### src/rtl/multicycle_control.sv
`default_nettype none
// ============================================================================
// Module      : multicycle_control
// Description : Moore-style main controller for a multicycle RISC-V datapath.
//               Sequences fetch / decode / execute / memory / writeback,
//               drives datapath selects and write enables, decodes ALU
//               control and immediate format, and traps on illegal opcodes.
// Revision    : 1.0 - initial release
// ============================================================================
module multicycle_control #(
    parameter int MEM_HANDSHAKE = 1,  // 1: memory states wait for mem_ready
    parameter int EXT_BRANCH    = 1,  // 1: BNE/BLT/BGE in addition to BEQ
    parameter int TRAP_EN       = 1   // 1: illegal opcode parks in TRAP
) (
    input  logic       clk,
    input  logic       rst_n,
    input  logic [6:0] op,
    input  logic [2:0] funct3,
    input  logic       funct7b5,
    input  logic       Zero,
    input  logic       lt,
    input  logic       mem_ready,
    output logic       PCWrite,
    output logic       IRWrite,
    output logic       MemWrite,
    output logic       RegWrite,
    output logic       AdrSrc,
    output logic [1:0] ResultSrc,
    output logic [1:0] ALUSrcA,
    output logic [1:0] ALUSrcB,
    output logic [1:0] ImmSrc,
    output logic [2:0] ALUControl,
    output logic       trap,
    output logic [3:0] state
);

    localparam logic [3:0] c_FETCH    = 4'd0;
    localparam logic [3:0] c_DECODE   = 4'd1;
    localparam logic [3:0] c_MEMADR   = 4'd2;
    localparam logic [3:0] c_MEMREAD  = 4'd3;
    localparam logic [3:0] c_MEMWB    = 4'd4;
    localparam logic [3:0] c_MEMWRITE = 4'd5;
    localparam logic [3:0] c_EXECUTER = 4'd6;
    localparam logic [3:0] c_EXECUTEI = 4'd7;
    localparam logic [3:0] c_JAL      = 4'd8;
    localparam logic [3:0] c_ALUWB    = 4'd9;
    localparam logic [3:0] c_BRANCH   = 4'd10;
    localparam logic [3:0] c_TRAP     = 4'd11;

    localparam logic [6:0] c_OP_LOAD   = 7'b0000011;
    localparam logic [6:0] c_OP_STORE  = 7'b0100011;
    localparam logic [6:0] c_OP_RTYPE  = 7'b0110011;
    localparam logic [6:0] c_OP_ITYPE  = 7'b0010011;
    localparam logic [6:0] c_OP_JAL    = 7'b1101111;
    localparam logic [6:0] c_OP_BRANCH = 7'b1100011;

    logic [3:0] r_state;
    logic [3:0] w_next;
    logic       w_ready;
    logic       w_taken;
    logic [1:0] w_alu_op;
    logic       w_pc_write;
    logic       w_ir_write;
    logic       w_mem_write;
    logic       w_reg_write;

    // With the handshake disabled every memory access completes in one cycle
    assign w_ready = (MEM_HANDSHAKE != 0) ? mem_ready : 1'b1;

    // State register; reset aborts any in-flight instruction
    always_ff @(posedge clk or negedge rst_n) begin
        if (!rst_n) begin
            r_state <= c_FETCH;
        end else begin
            r_state <= w_next;
        end
    end

    // Next-state selection from current state, opcode and memory handshake
    always_comb begin
        w_next = r_state;
        case (r_state)
            c_FETCH:    w_next = w_ready ? c_DECODE : c_FETCH;
            c_DECODE: begin
                case (op)
                    c_OP_LOAD, c_OP_STORE: w_next = c_MEMADR;
                    c_OP_RTYPE:            w_next = c_EXECUTER;
                    c_OP_ITYPE:            w_next = c_EXECUTEI;
                    c_OP_JAL:              w_next = c_JAL;
                    c_OP_BRANCH:           w_next = c_BRANCH;
                    default:               w_next = (TRAP_EN != 0) ? c_TRAP : c_FETCH;
                endcase
            end
            c_MEMADR:   w_next = op[5] ? c_MEMWRITE : c_MEMREAD;
            c_MEMREAD:  w_next = w_ready ? c_MEMWB : c_MEMREAD;
            c_MEMWB:    w_next = c_FETCH;
            c_MEMWRITE: w_next = w_ready ? c_FETCH : c_MEMWRITE;
            c_EXECUTER: w_next = c_ALUWB;
            c_EXECUTEI: w_next = c_ALUWB;
            c_JAL:      w_next = c_ALUWB;
            c_ALUWB:    w_next = c_FETCH;
            c_BRANCH:   w_next = c_FETCH;
            c_TRAP:     w_next = c_TRAP;
            default:    w_next = c_FETCH;
        endcase
    end

    // Branch condition; extended compares collapse to not-taken when disabled
    always_comb begin
        w_taken = 1'b0;
        case (funct3)
            3'b000:  w_taken = Zero;
            3'b001:  w_taken = (EXT_BRANCH != 0) && !Zero;
            3'b100:  w_taken = (EXT_BRANCH != 0) && lt;
            3'b101:  w_taken = (EXT_BRANCH != 0) && !lt;
            default: w_taken = 1'b0;
        endcase
    end

    // Per-state datapath controls; anything not named in a state stays 0
    always_comb begin
        w_pc_write  = 1'b0;
        w_ir_write  = 1'b0;
        w_mem_write = 1'b0;
        w_reg_write = 1'b0;
        AdrSrc      = 1'b0;
        ResultSrc   = 2'b00;
        ALUSrcA     = 2'b00;
        ALUSrcB     = 2'b00;
        w_alu_op    = 2'b00;
        trap        = 1'b0;
        case (r_state)
            c_FETCH: begin
                ALUSrcB    = 2'b10;
                ResultSrc  = 2'b10;
                w_ir_write = w_ready;
                w_pc_write = w_ready;
            end
            c_DECODE: begin
                ALUSrcA = 2'b01;
                ALUSrcB = 2'b01;
            end
            c_MEMADR: begin
                ALUSrcA = 2'b10;
                ALUSrcB = 2'b01;
            end
            c_MEMREAD: begin
                AdrSrc = 1'b1;
            end
            c_MEMWB: begin
                ResultSrc   = 2'b01;
                w_reg_write = 1'b1;
            end
            c_MEMWRITE: begin
                // Write strobe is held for the whole wait, not just the last cycle
                AdrSrc      = 1'b1;
                w_mem_write = 1'b1;
            end
            c_EXECUTER: begin
                ALUSrcA  = 2'b10;
                w_alu_op = 2'b10;
            end
            c_EXECUTEI: begin
                ALUSrcA  = 2'b10;
                ALUSrcB  = 2'b01;
                w_alu_op = 2'b10;
            end
            c_JAL: begin
                ALUSrcA    = 2'b01;
                ALUSrcB    = 2'b10;
                w_pc_write = 1'b1;
            end
            c_ALUWB: begin
                w_reg_write = 1'b1;
            end
            c_BRANCH: begin
                ALUSrcA    = 2'b10;
                w_alu_op   = 2'b01;
                w_pc_write = w_taken;
            end
            c_TRAP: begin
                trap = 1'b1;
            end
            default: begin
                trap = 1'b0;
            end
        endcase
    end

    // ALU operation decode; op[5] separates R-type SUB from I-type ADDI
    always_comb begin
        ALUControl = 3'b111;
        case (w_alu_op)
            2'b00: ALUControl = 3'b000;
            2'b01: ALUControl = 3'b001;
            2'b10: begin
                case (funct3)
                    3'b000:  ALUControl = (op[5] & funct7b5) ? 3'b001 : 3'b000;
                    3'b010:  ALUControl = 3'b101;
                    3'b100:  ALUControl = 3'b100;
                    3'b110:  ALUControl = 3'b011;
                    3'b111:  ALUControl = 3'b010;
                    default: ALUControl = 3'b111;
                endcase
            end
            default: ALUControl = 3'b111;
        endcase
    end

    // Immediate format follows the opcode in every state
    always_comb begin
        case (op)
            c_OP_STORE:  ImmSrc = 2'b01;
            c_OP_BRANCH: ImmSrc = 2'b10;
            c_OP_JAL:    ImmSrc = 2'b11;
            default:     ImmSrc = 2'b00;
        endcase
    end

    // Write enables are suppressed for as long as reset is held
    assign PCWrite  = w_pc_write  & rst_n;
    assign IRWrite  = w_ir_write  & rst_n;
    assign MemWrite = w_mem_write & rst_n;
    assign RegWrite = w_reg_write & rst_n;
    assign state    = r_state;

endmodule
`default_nettype wire

### config.mk
export PLATFORM = sky130hd
export DESIGN_NAME = multicycle_control
export DESIGN_NICKNAME = d
export VERILOG_FILES = /design/src/rtl/multicycle_control.sv
export SDC_FILE = /design/constraint.sdc
export NUM_CORES = 1
export LEC_CHECK = 0
export ABC_AREA = 0
export BUFFER_PORTS_ARGS = -buffer_cell sky130_fd_sc_hd__buf_4
export CAP_MARGIN = 20
export CORE_MARGIN = 4
export CORE_UTILIZATION = 45
export DETAILED_ROUTE_END_ITERATION = 6
export PLACE_DENSITY_LB_ADDON = 0.08
export SETUP_SLACK_MARGIN = 0.05
export SLEW_MARGIN = 25
export SYNTH_ARGS = -nofsm -noshare
export SYNTH_HDL_FRONTEND = slang
export SYNTH_SLANG_ARGS = --single-unit
### constraint.sdc
create_clock -name clk -period 2.25 [get_ports clk]
set_clock_uncertainty 0.15 [all_clocks]
set_input_delay 0 -clock clk [delete_from_list [all_inputs] [get_ports clk]]
set_output_delay 0 -clock clk [all_outputs]
set_load 0.005 [all_outputs]
======== Word level (Yosys, flattened, before mapping) ========
Index checks and enable logic that the tools add are counted.
operators by class
  reductions and logical operators ........ 14
  equality and inequality tests ........... 25
  muxes and demuxes ....................... 21
  bitwise logic cells ..................... 5
operator list
  operator                                                          number
  4-bit one-hot mux with 7 select lines                             1
  4-bit one-hot mux with 5 select lines                             1
  4-bit by 3-bit == test with 1-bit output (second input constant)  4
  4-bit == test (second input constant)                             4
  2-bit one-hot mux with 2 select lines                             4
  3-bit one-hot mux with 5 select lines                             1
  7-bit by 6-bit == test with 1-bit output (second input constant)  2
  7-bit == test (second input constant)                             2
  3-bit == test (second input constant)                             4
  2-bit OR reduction                                                6
  3-bit two-way mux                                                 3
  3-bit one-hot mux with 3 select lines                             1
  4-bit by 2-bit == test with 1-bit output (second input constant)  2
  7-bit by 2-bit == test with 1-bit output (second input constant)  1
  7-bit by 5-bit == test with 1-bit output (second input constant)  1
  1-bit two-way mux                                                 7
  2-bit one-hot mux with 3 select lines                             1
  3-bit OR reduction                                                2
  1-bit bitwise AND                                                 5
  4-bit by 1-bit == test with 1-bit output (second input constant)  1
  4-bit logical NOT                                                 1
  1-bit one-hot mux with 4 select lines                             1
  4-bit OR reduction                                                1
  3-bit by 1-bit == test with 1-bit output (second input constant)  1
  7 further kinds                                                   8
word-level totals
  bits in registers ....................... 4
  output and inout port bits .............. 21
  input bits .............................. 16
  word-level logic and storage cells ...... 66

======== Depth between registers and ports, before layout ========
Gate-level depths: netlist of run 1.
  depth after elaboration ................. 5
  gate-level depth with buffers ........... 5

======== Worst setup path after synthesis of run 1 ========
No wires, ideal clock.
  path type ............................... register to register
  start point ............................. register r_state[0], in the netlist state[0]
  end point ............................... register r_state[0], in the netlist state[0]
  path slack .............................. 0.864 ns
  path buffers ............................ 2
  cell stages (with the launch flop) ...... 6
  arrival time ............................ 1.102 ns
  clock period less this slack ............ 1.386 ns
  cells stage by stage .................... dfrtp_1 -> buf_2 -> buf_2 -> nor2_1 -> a211oi_1 -> o22ai_2
between the ends
  word-level cells in the longest chain between the ends .. 3
  elaborated cells between the ends (all ways) .. 11
  classes of those cells .................. 8 x eq/ne; 1 x mux; 2 x reduce/logical
ends and longest elaborated chain
  element                                                                    line  source
  start, declared                                                            57    logic [3:0] r_state;
  start signal, assigned                                                     73    r_state <= c_FETCH;
  start signal, assigned                                                     75    r_state <= w_next;
  4-bit == test or 4-bit by 3-bit == test with 1-bit output (tied branches)  82    case (r_state)
  3-bit OR reduction (no line)                                               --
  4-bit one-hot mux with 7 select lines (*)                                  82
  named net w_next[0]                                                        58    logic [3:0] w_next;
Mark *: on every way through the listed nets, which the timed path passes. The rest lies on a longest branch.

======== Worst setup path after layout of run 1 ========
  start point ............................. register r_state[1], in the netlist state[1]
  end point ............................... register r_state[1], in the netlist state[1]
Same word-level chain as after synthesis.

==> results of run 1 <==
[Yosys cell counts, drive strengths merged]
cell type,instances,area (sq um)
a211o,1,8.760
a211oi,3,22.52
a21boi,1,7.510
a21oi,6,30.03
and2,1,6.260
and3,5,36.28
and4b,1,10.01
buf,5,25.02
clkbuf,1,3.750
dfrtp,4,100.1
inv,1,3.750
mux2,1,15.01
mux2i,1,10.01
nand2,9,33.78
nand2b,4,25.02
nand3,2,10.01
nor2,9,33.78
nor2b,7,43.79
nor3,4,20.02
nor3b,2,15.01
nor4,2,12.51
o21a,2,15.01
o21ai,4,20.02
o21bai,1,7.510
o22ai,3,25.02
o31ai,2,15.01
o32ai,1,8.760
xnor2,3,26.28
xor2,1,8.760
[worst max-delay path, delay by kind of cell (launching register included)]
family | cells | cell delay, ns
buffers and inverters | 1 | 0.57
AO/OA/AOI/OAI | 1 | 0.15
AND/OR/NAND/NOR | 2 | 0.46
flip-flops | 1 | 0.58
[cells by family (layout without fill, tap and decap cells)]
| family | after synthesis | after routing | share of synthesized area, % |
|---|---|---|---|
| compound gates | 24 | 24 | 26.72 |
| simple gates | 46 | 46 | 41.12 |
| xor+xnor | 4 | 4 | 5.847 |
| buf+inv | 7 | 45 | 5.426 |
| mux | 2 | 2 | 4.175 |
| flops | 4 | 4 | 16.70 |
[worst paths after layout]
| kind | startpoint | endpoint | slack (ns) |
|---|---|---|---|
| max | state[1]$_DFF_PN0_ | state[1]$_DFF_PN0_ | 0.27 |
| min | op[0] | state[2]$_DFF_PN0_ | 0.05 |
| max reg2reg | state[1]$_DFF_PN0_ | state[1]$_DFF_PN0_ | 0.27 |
| min reg2reg | state[3]$_DFF_PN0_ | state[2]$_DFF_PN0_ | 0.65 |
| max in group asynchronous | rst_n | state[0]$_DFF_PN0_ | 1.20 |
| min in group asynchronous | rst_n | state[1]$_DFF_PN0_ | 0.57 |
[layout by cell type (no fill, tap or decap)]
| cell | instances |
|---|---|
| buf_4 | 36 |
| nor2_1 | 9 |
| nand2_1 | 9 |
| nor2b_1 | 7 |
| a21oi_1 | 6 |
| dlygate4sd3_1 | 5 |
| nand2b_1 | 4 |
| and3_1 | 4 |
| o21ai_0 | 4 |
| nor3_1 | 4 |
| xnor2_1 | 3 |
| a211oi_1 | 3 |
| clkbuf_4 | 3 |
| dfrtp_1 | 3 |
| o21a_1 | 2 |
| nor4_1 | 2 |
| o22ai_1 | 2 |
| nand3_1 | 2 |
| o31ai_1 | 2 |
| nor3b_1 | 2 |
| a21boi_0 | 1 |
| and4b_1 | 1 |
| inv_1 | 1 |
| and3_4 | 1 |
| mux2_4 | 1 |
| o21bai_1 | 1 |
| o22ai_2 | 1 |
| and2_1 | 1 |
| a211o_1 | 1 |
| o32ai_1 | 1 |
| mux2i_1 | 1 |
| xor2_1 | 1 |
| dfrtp_2 | 1 |
[layout make-up]
class,instances,share of cell area (%)
well taps,14,1.879
multi-input cells,76,50.07
clock buffers,3,2.416
inverters,1,0.4027
repair buffers,41,34.36
flip-flops and latches,4,10.87
[power breakdown]
part	total, uW	internal [uW]	switching, uW	leakage (uW)
clock network	83.7	59.3	24.4	0.0000138
logic	649	377	272	0.000372
registers	260	108	152	0.0000490
total	992	544	448	0.000434
[stage by stage]
stage	instances	hold slack (ns)	utilization, %	setup WS (ns)	area [sq um]
floorplan	87	-0.4456	-	0.8637	599.3
global placement	131	-0.3378	72.36	0.6732	858.3
detailed placement	131	-0.3341	72.36	0.6021	858.3
CTS	139	0.03129	78.48	0.1450	930.9
global route	139	0.08205	78.59	0.1455	932.1
finish	139	0.05003	78.59	0.2673	932.1
[routing by layer]
metal  vias up  share of wire [%]  GRT usage, %
li1        392                  -             -
met1       357                 42         27.40
met2        28                 51         34.96
met3         2                6.1         3.252
met4         0               0.84         6.627
met5         -                  0             0
[timing repair]
item / CTS / global route
gates resized for setup: 0 / 1
endpoints found under the hold margin: 6 / 0
setup endpoints to repair: 0 / 1
hold buffers: 5 / 0
==> key figures, run 1 <==
Run status
  • Outcome: finished, final reports clean

Power
  • Max VDD drop: between 0.7 and 0.8 mV
  • Pwr/cell area: 1064 nW/um^2
  • Leak: approximately 0.00043 uW
  • Final Power: 992.1 uW

Clocking
  • Clk_lat worst skew: 0.23 ns
  • CTS root buffer: clkbuf_4
  • Clock Pin Slew Worst Setup and Hold Paths: 0.04 ns
  • CTS Buffer Depth: 2
  • H-tree depth: 1
  • Post-CTS Setup Inserts: 0
  • CTS tree: done
  • Total CTS buffers: 3
  • TritonCTS Sinks: 4

Setup path
  • Worst path required time: 2.26 ns
  • Kind of critical path: reg2reg
  • CP Capture Type: flop
  • Worst Path Max Fanout: 20
  • Worst path cell trace: nor2b_1, nand2_1, o22ai_1, dlygate4sd3_1
  • CP max stage delay: 0.58 ns
  • CP max stage cell: dfrtp_1
  • Setup crit start kind: flop
  • Arr. time, crit path: just under 2 ns
  • R2R depth: 4

Placed design
  • Gp weighted congestion: 0.9022
  • I/O Buffers: 36
  • DP HPWL: 1.428 mm

STA
  • Crit path time final: 1.983 ns
  • Fmax: 504.4 MHz
  • Worst-Margin Slew: 0.5666 ns
  • Unrepaired setup endpoints after global routing: no
  • Final setup TNS: 0 ns
  • Setup violators final: 0
  • Max Slew Vio Count: 0
  • Final hold vios: 0
  • Relative slew margins: 62.23%
  • Period utilization: 88.12%

Global routing
  • First-pass GRT wire length: 3.194 mm
  • Initial antenna violation count: 0
  • All-Layer GR Usage: 21.04%
  • Global route overflow: 0
  • Vias in the first global route: between 700 and 800
  • Largest net degree at the start of global routing: 22

Synth
  • Syn Area/Cell: roughly 6.9 sq um
  • Syn Std Cell Area: between 500 and 600 sq um
  • Sequential area share after synthesis: 16.70%
  • Yosys warns: 0
  • Count of state elements after synthesis: 4
  • Post-synth cell types: 31
  • Synth Net Count: 103
  • Synth Instances: 87

Routing
  • Detailed Routing Iterations Pass 1: 4
  • Routed length per placed instance: 13.76 microns
  • Drc violations: 0
  • Post-DR vias/cell: about 5.6
  • DRC marker count from the first detailed-route iteration: 9
  • Routed via count: 779
  • ANT nets after route: 0
  • Final wirelength: 1.912 mm

Floorplan
  • Die area: 1980 sq um
  • DIE HEIGHT: approximately 44 microns
  • Num rows: 12
  • Die W: about 44 microns
  • I/O Pins: 37
  • Core area: 1186 sq um
  • Initial Utilization: 50.53%

Cells and area
  • Ratio of cells with drive above 1 in the final layout: 34.40%
  • Area grow syn2layout: 55.53%
  • Nets: roughly 140
  • Sequential cell area: 101.3 sq um
  • Fillers: 91
  • Multi-input gate area: 466.7 sq um
  • Largest register FFs: 4
  • ANT cells: 0

Min path
  • Hold Path Class: in2reg
  • Worst Hold Depth: 3

Run
  • Max_cap viols: 0
No activity file was read; power rests on OpenSTA's default activity.
==> inputs of run 2 (changes only) <==
--- a/config.mk
+++ b/config.mk
@@ -11,7 +11,7 @@
 export CORE_MARGIN = 4
 export CORE_UTILIZATION = 45
 export DETAILED_ROUTE_END_ITERATION = 6
-export PLACE_DENSITY_LB_ADDON = 0.08
+export PLACE_DENSITY_LB_ADDON = 0.25
 export SETUP_SLACK_MARGIN = 0.05
 export SLEW_MARGIN = 25
 export SYNTH_ARGS = -nofsm -noshare
==> run 2 against run 1 <==
Power rose by 0.57%. Critical path type unchanged. Routed wire length rose by 2.0%. First-iteration DRC count rose to 2.8 times the previous value. Utilization did not move. Combinational power rose by 0.9%. Worst hold slack improved by 0.0025 ns.
==> key figures, run 2 (synthesis gave the netlist of run 1 again) <==
Run status
  • Outcome: finished, final reports clean

Placed design
  • DP HPWL: 1.403 mm
  • Post-Place Setup Slack: approximately 0.61 ns
  • Placed cell area: 858.3 sq um
  • Gp weighted congestion: roughly 0.9
  • I/O Buffers: 36

Power
  • Clock power frac: 8.6%
  • Max VDD drop: 0.9225 mV
  • Leak: 0.0004344 uW
  • Net switching power: 453.5 uW
  • Combinational share of power: 65.6%
  • Int Pwr: roughly 540 uW
  • Pwr/cell area: 1070 nW/um^2
  • Switching share of power: between 40% and 50%
  • Part of the power in registers: about a quarter

Cells and area
  • Fillers: 96
  • Commonest non-fill, non-tap cells in the layout: buf_4 (36), nor2_1 (9), nand2_1 (9)
  • Commonest non-fill, non-tap cell in the layout: buf_4
  • Final Util: 78.59%
  • Largest register FFs: 4
  • Finished Cell Area: 932.1 sq um
  • Ratio of cells with drive above 1 in the final layout: 34.40%
  • Area grow syn2layout: 55.53%
  • Nets: 143
  • ANT cells: 0

Routing
  • DRC marker count from the first detailed-route iteration: 25
  • Routed via count: roughly 800
  • Final wirelength: 1.950 mm
  • Drc violations: 0
  • Detailed Routing Iterations Pass 1: 5
  • ANT nets after route: 0
  • Routed length per placed instance: 14.03 microns
  • Post-DR vias/cell: 5.770

STA
  • Crit path time final: roughly 2.0 ns
  • Final hold vios: 0
  • Unrepaired setup endpoints after global routing: no
  • Final worst slack: 0.2562 ns
  • Worst-Margin Slew: 0.5497 ns
  • Period utilization: 88.61%
  • Max Slew Vio Count: 0
  • Relative slew margins: a little under two thirds
  • Fmax: approximately 500 MHz
  • Final setup TNS: 0 ns
  • Fin Hold WS: 0.05249 ns
  • Setup violators final: 0

Floorplan
  • Core area: 1186 sq um
  • Die area: 1980 sq um
  • Num rows: 12
  • DIE HEIGHT: 44.50 microns
  • I/O Pins: 37
  • Die W: 44.50 microns
  • Initial Utilization: 50.53%

Global routing
  • Global route overflow: 0
  • First-pass GRT wire length: 3.111 mm
  • Vias in the first global route: 706
  • Largest net degree at the start of global routing: 22
  • Initial antenna violation count: 0
  • All-Layer GR Usage: just over 20%

Clocking
  • Total CTS buffers: 3
  • H-tree depth: 1
  • CTS root buffer: clkbuf_4
  • Post-CTS Setup Inserts: 0
  • CTS tree: done
  • TritonCTS Sinks: 4
  • CTS Buffer Depth: 2
  • Clk_lat worst skew: around 0.23 ns
  • Clock Pin Slew Worst Setup and Hold Paths: 0.04 ns

Setup path
  • Arr. time, crit path: 2.01 ns
  • Kind of critical path: reg2reg
  • Worst path required time: approximately 2.3 ns
  • R2R Setup Slk: 0.26 ns
  • R2R depth: 4
  • Reg-to-reg critical path endpoint: state[1]$_DFF_PN0_
  • Setup crit start kind: flop
  • Worst Path Max Fanout: 20
  • CP Capture Type: flop
  • Crit path launch: state[1]$_DFF_PN0_
  • Reg-to-Reg Start: state[1]$_DFF_PN0_

Min path
  • HP Start: op[0]
  • Worst Hold Path EP: state[2]$_DFF_PN0_
  • Worst Hold Depth: 3
  • Hold Path Class: in2reg

Run
  • Max_cap viols: 0
==> run 2: cell counts in the layout (fill, tap and decap cells not counted) <==
Identical to the previous run, type by type.
==> run 2: repair_timing <==
action,CTS,global route
gates resized for setup,0,1
hold buffers,5,0
hold endpoints to repair,6,0
endpoints found under the setup margin,0,1
==> run 2: final cells by class <==
cell class | instances | area (sq um) | share of cell area (%)
sequential | 4 | 101.3 | 10.87
multi-input combinational | 76 | 466.7 | 50.07
clock buffer | 3 | 22.52 | 2.416
tap | 14 | 17.52 | 1.879
timing repair buffer | 41 | 320.3 | 34.36
inverter | 1 | 3.754 | 0.4027
==> run 2: worst max path at each step <==
stage | cells past startpoint | slack (ns) | to
floorplan | 5 | 0.86 | state[0]$_DFF_PN0_
global placement | 5 | 0.67 | ALUControl[0]
detailed placement | 5 | 0.61 | ALUControl[0]
CTS | 5 | 0.16 | state[1]$_DFF_PN0_
global route | 4 | 0.17 | state[1]$_DFF_PN0_
finish | 4 | 0.26 | state[1]$_DFF_PN0_
==> run 2: power groups by stage <==
| stage | sequential, uW | clock, uW | combinational (uW) |
|---|---|---|---|
| final | 257 | 86.0 | 655 |
| after floorplan | 140 | 0 | 465 |
| after detailed placement | 251 | 0 | 621 |
| after CTS | 250 | 92.9 | 651 |
| after global placement | 244 | 0 | 607 |
| after global routing | 275 | 97.4 | 720 |
==> run 2: per-layer routing <==
| layer | global-route usage, % | vias up | part of all wire, % |
|---|---|---|---|
| met5 | 0 | - | 0 |
| met4 | 7.831 | 0 | 1.8 |
| met3 | 0.4065 | 6 | 7.7 |
| met2 | 39.54 | 43 | 55 |
| met1 | 23.86 | 365 | 36 |
| li1 | - | 388 | - |
==> run 2: per-stage QoR <==
| step | power, uW | std cells |
|---|---|---|
| 4_1_cts | 993.5 | 139 |
| 5_1_grt | 1092 | 139 |
| 2_1_floorplan | 604.9 | 87 |
| 6_report | 997.7 | 139 |
| 3_5_place_dp | 871.6 | 131 |
| 3_3_place_gp | 850.7 | 131 |
==> run 2: worst max-delay path: stages, from the launching register on <==
cell and delay [ns]:
dfrtp_1 0.57, nor2b_1 0.32, nand2_1 0.15, o22ai_1 0.16
dlygate4sd3_1 0.57
==> inputs of run 3 (changes only) <==
--- a/config.mk
+++ b/config.mk
@@ -8,9 +8,10 @@
 export ABC_AREA = 0
 export BUFFER_PORTS_ARGS = -buffer_cell sky130_fd_sc_hd__buf_4
 export CAP_MARGIN = 20
-export CORE_MARGIN = 4
-export CORE_UTILIZATION = 45
+export CORE_AREA = 4 4 41 43
+export CTS_BUF_LIST = sky130_fd_sc_hd__clkbuf_4 sky130_fd_sc_hd__clkbuf_8
 export DETAILED_ROUTE_END_ITERATION = 6
+export DIE_AREA = 0 0 45 47
 export PLACE_DENSITY_LB_ADDON = 0.25
 export SETUP_SLACK_MARGIN = 0.05
 export SLEW_MARGIN = 25
==> run 3 against run 2 <==
Register-to-register slack is essentially flat. Final cell count grew 0.72%. Clock-buffer cell count is the same. Setup slack gained 0.0096 ns. Critical endpoint unchanged. Global-route usage shrank 2.7 points. Fmax grew 0.49%. Combinational power shrank 3.2%. Via count shrank 3.1%. Non-clock buffer count is the same.
==> key figures, run 3 (synthesis gave the netlist of run 1 again) <==
Setup path
  • CP max stage delay: 0.57 ns
  • Worst path cell trace: nor2b_1, nand2_1, o22ai_1, dlygate4sd3_1
  • Setup crit start kind: flop
  • Worst Path Max Fanout: 20
  • CP Capture Type: flop
  • CP max stage cell: dfrtp_1
  • Arr. time, crit path: 2.01 ns
  • Worst path required time: 2.27 ns
  • Kind of critical path: reg2reg

Cells and area
  • Nets: 143
  • Finished Cell Area: 933.4 sq um
  • Commonest non-fill, non-tap cell in the layout: buf_4
  • Fillers: 120
  • Area grow syn2layout: 55.74%
  • Ratio of cells with drive above 1 in the final layout: between 30% and 40%
  • Largest register FFs: 4
  • ANT cells: 0
  • Sequential cell area: 101.3 sq um
  • Commonest non-fill, non-tap cells in the layout: buf_4 (36), nor2_1 (9), nand2_1 (9)
  • Multi-input gate area: 466.7 sq um

Clocking
  • CTS root buffer: clkbuf_4
  • Total CTS buffers: 3
  • CTS Buffer Depth: 2
  • TritonCTS Sinks: 4
  • Clk_lat worst skew: 0.24 ns
  • Clock Pin Slew Worst Setup and Hold Paths: about 0.040 ns
  • CTS tree: done
  • H-tree depth: 1

Power
  • Pwr/cell area: 1056 nW/um^2
  • Max VDD drop: 0.5541 mV
  • Leak: 0.0004344 uW
  • Final Power: 985.8 uW

Run status
  • Outcome: finished, final reports clean

STA
  • Worst-Margin Slew: around 0.54 ns
  • Period utilization: 88.19%
  • Setup violators final: 0
  • Max Slew Vio Count: 0
  • Relative slew margins: a little under two thirds
  • Unrepaired setup endpoints after global routing: no
  • Final hold vios: 0
  • Fmax: between 500 and 600 MHz
  • Final setup TNS: 0 ns
  • Crit path time final: between 1.5 and 2 ns

Routing
  • Detailed Routing Iterations Pass 1: 4
  • DRC marker count from the first detailed-route iteration: 14
  • Final wirelength: about 1.8 mm
  • Post-DR vias/cell: 5.550
  • Routed length per placed instance: between 10 and 15 microns
  • ANT nets after route: 0
  • Drc violations: 0
  • Routed via count: 777

Floorplan
  • Die W: 45 microns
  • Num rows: 13
  • DIE HEIGHT: 47 microns
  • Core area: around 1300 sq um
  • Initial Utilization: 46.06%
  • Die area: 2115 sq um
  • I/O Pins: 37

Global routing
  • Met3 usage: under 10%
  • All-Layer GR Usage: about 18%
  • Met2 Use GR: 32.49%
  • Largest net degree at the start of global routing: 22
  • Global routing met1 resource utilization: 21.56%
  • Busiest grt layer: met2
  • Initial antenna violation count: 0
  • Vias in the first global route: 678
  • First-pass GRT wire length: roughly 2.8 mm
  • Global route overflow: 0

Run
  • Max_cap viols: 0

Placed design
  • DP HPWL: 1.333 mm
  • Placed cell area: 859.6 sq um
  • Gp weighted congestion: 0.7998
  • I/O Buffers: 36

Min path
  • Hold Path Class: in2reg
==> run 3: path summary, 6_finish.rpt <==
| path | start | cells past startpoint | endpoint | slack, ns |
|---|---|---|---|---|
| max in group asynchronous | rst_n | 3 | state[0]$_DFF_PN0_ | 1.23 |
| setup / recovery | state[1]$_DFF_PN0_ | 4 | state[1]$_DFF_PN0_ | 0.27 |
| min in group asynchronous | rst_n | 3 | state[1]$_DFF_PN0_ | 0.54 |
| hold reg to reg | state[3]$_DFF_PN0_ | 1 | state[2]$_DFF_PN0_ | 0.67 |
| hold / removal | op[0] | 3 | state[2]$_DFF_PN0_ | 0.04 |
| setup reg to reg | state[1]$_DFF_PN0_ | 4 | state[1]$_DFF_PN0_ | 0.27 |
==> run 3: power by group <==
| part | internal (uW) | total, uW | switching [uW] |
|---|---|---|---|
| sequential | 107 | 262 | 154 |
| clock | 59.7 | 90.3 | 30.5 |
| combinational | 377 | 634 | 257 |
==> run 3: cell type report <==
| type | count | share of cell area, % |
|---|---|---|
| clock buffer | 3 | 2.413 |
| tap | 15 | 2.011 |
| inverter | 1 | 0.4021 |
| sequential | 4 | 10.86 |
| multi-input combinational | 76 | 50.00 |
| timing repair buffer | 41 | 34.32 |
==> run 3: critical path: cells and delay by family, from the launching register on <==
kind            cells  cell delay [ns]
buf+inv             1             0.56
simple gates        2             0.49
flops               1             0.57
compound gates      1             0.16
==> run 3: timing repair <==
action | 4_1_cts | 5_1_grt
resized for setup | 0 | 1
endpoints found under the hold margin | 6 | 0
endpoints found under the setup margin | 0 | 1
hold buffers | 5 | 0
setup buffers | 0 | 0
==> run 3: layer usage <==
layer	part of all wire (%)	up-vias
li1	-	391
met1	40	352
met2	50	31
met3	8.9	3
met4	0.77	0
met5	0	-
==> run 3: metrics by stage <==
step           instances  hold slack [ns]  setup slack [ns]  util (%)
3_5_place_dp         132          -0.3394            0.6028     66.06
5_1_grt              140          0.03544            0.1606     71.73
3_3_place_gp         132          -0.3400            0.6791     66.06
6_report             140          0.03663            0.2658     71.73
2_1_floorplan         87          -0.4456            0.8637         -
4_1_cts              140          0.02982            0.1448     71.63
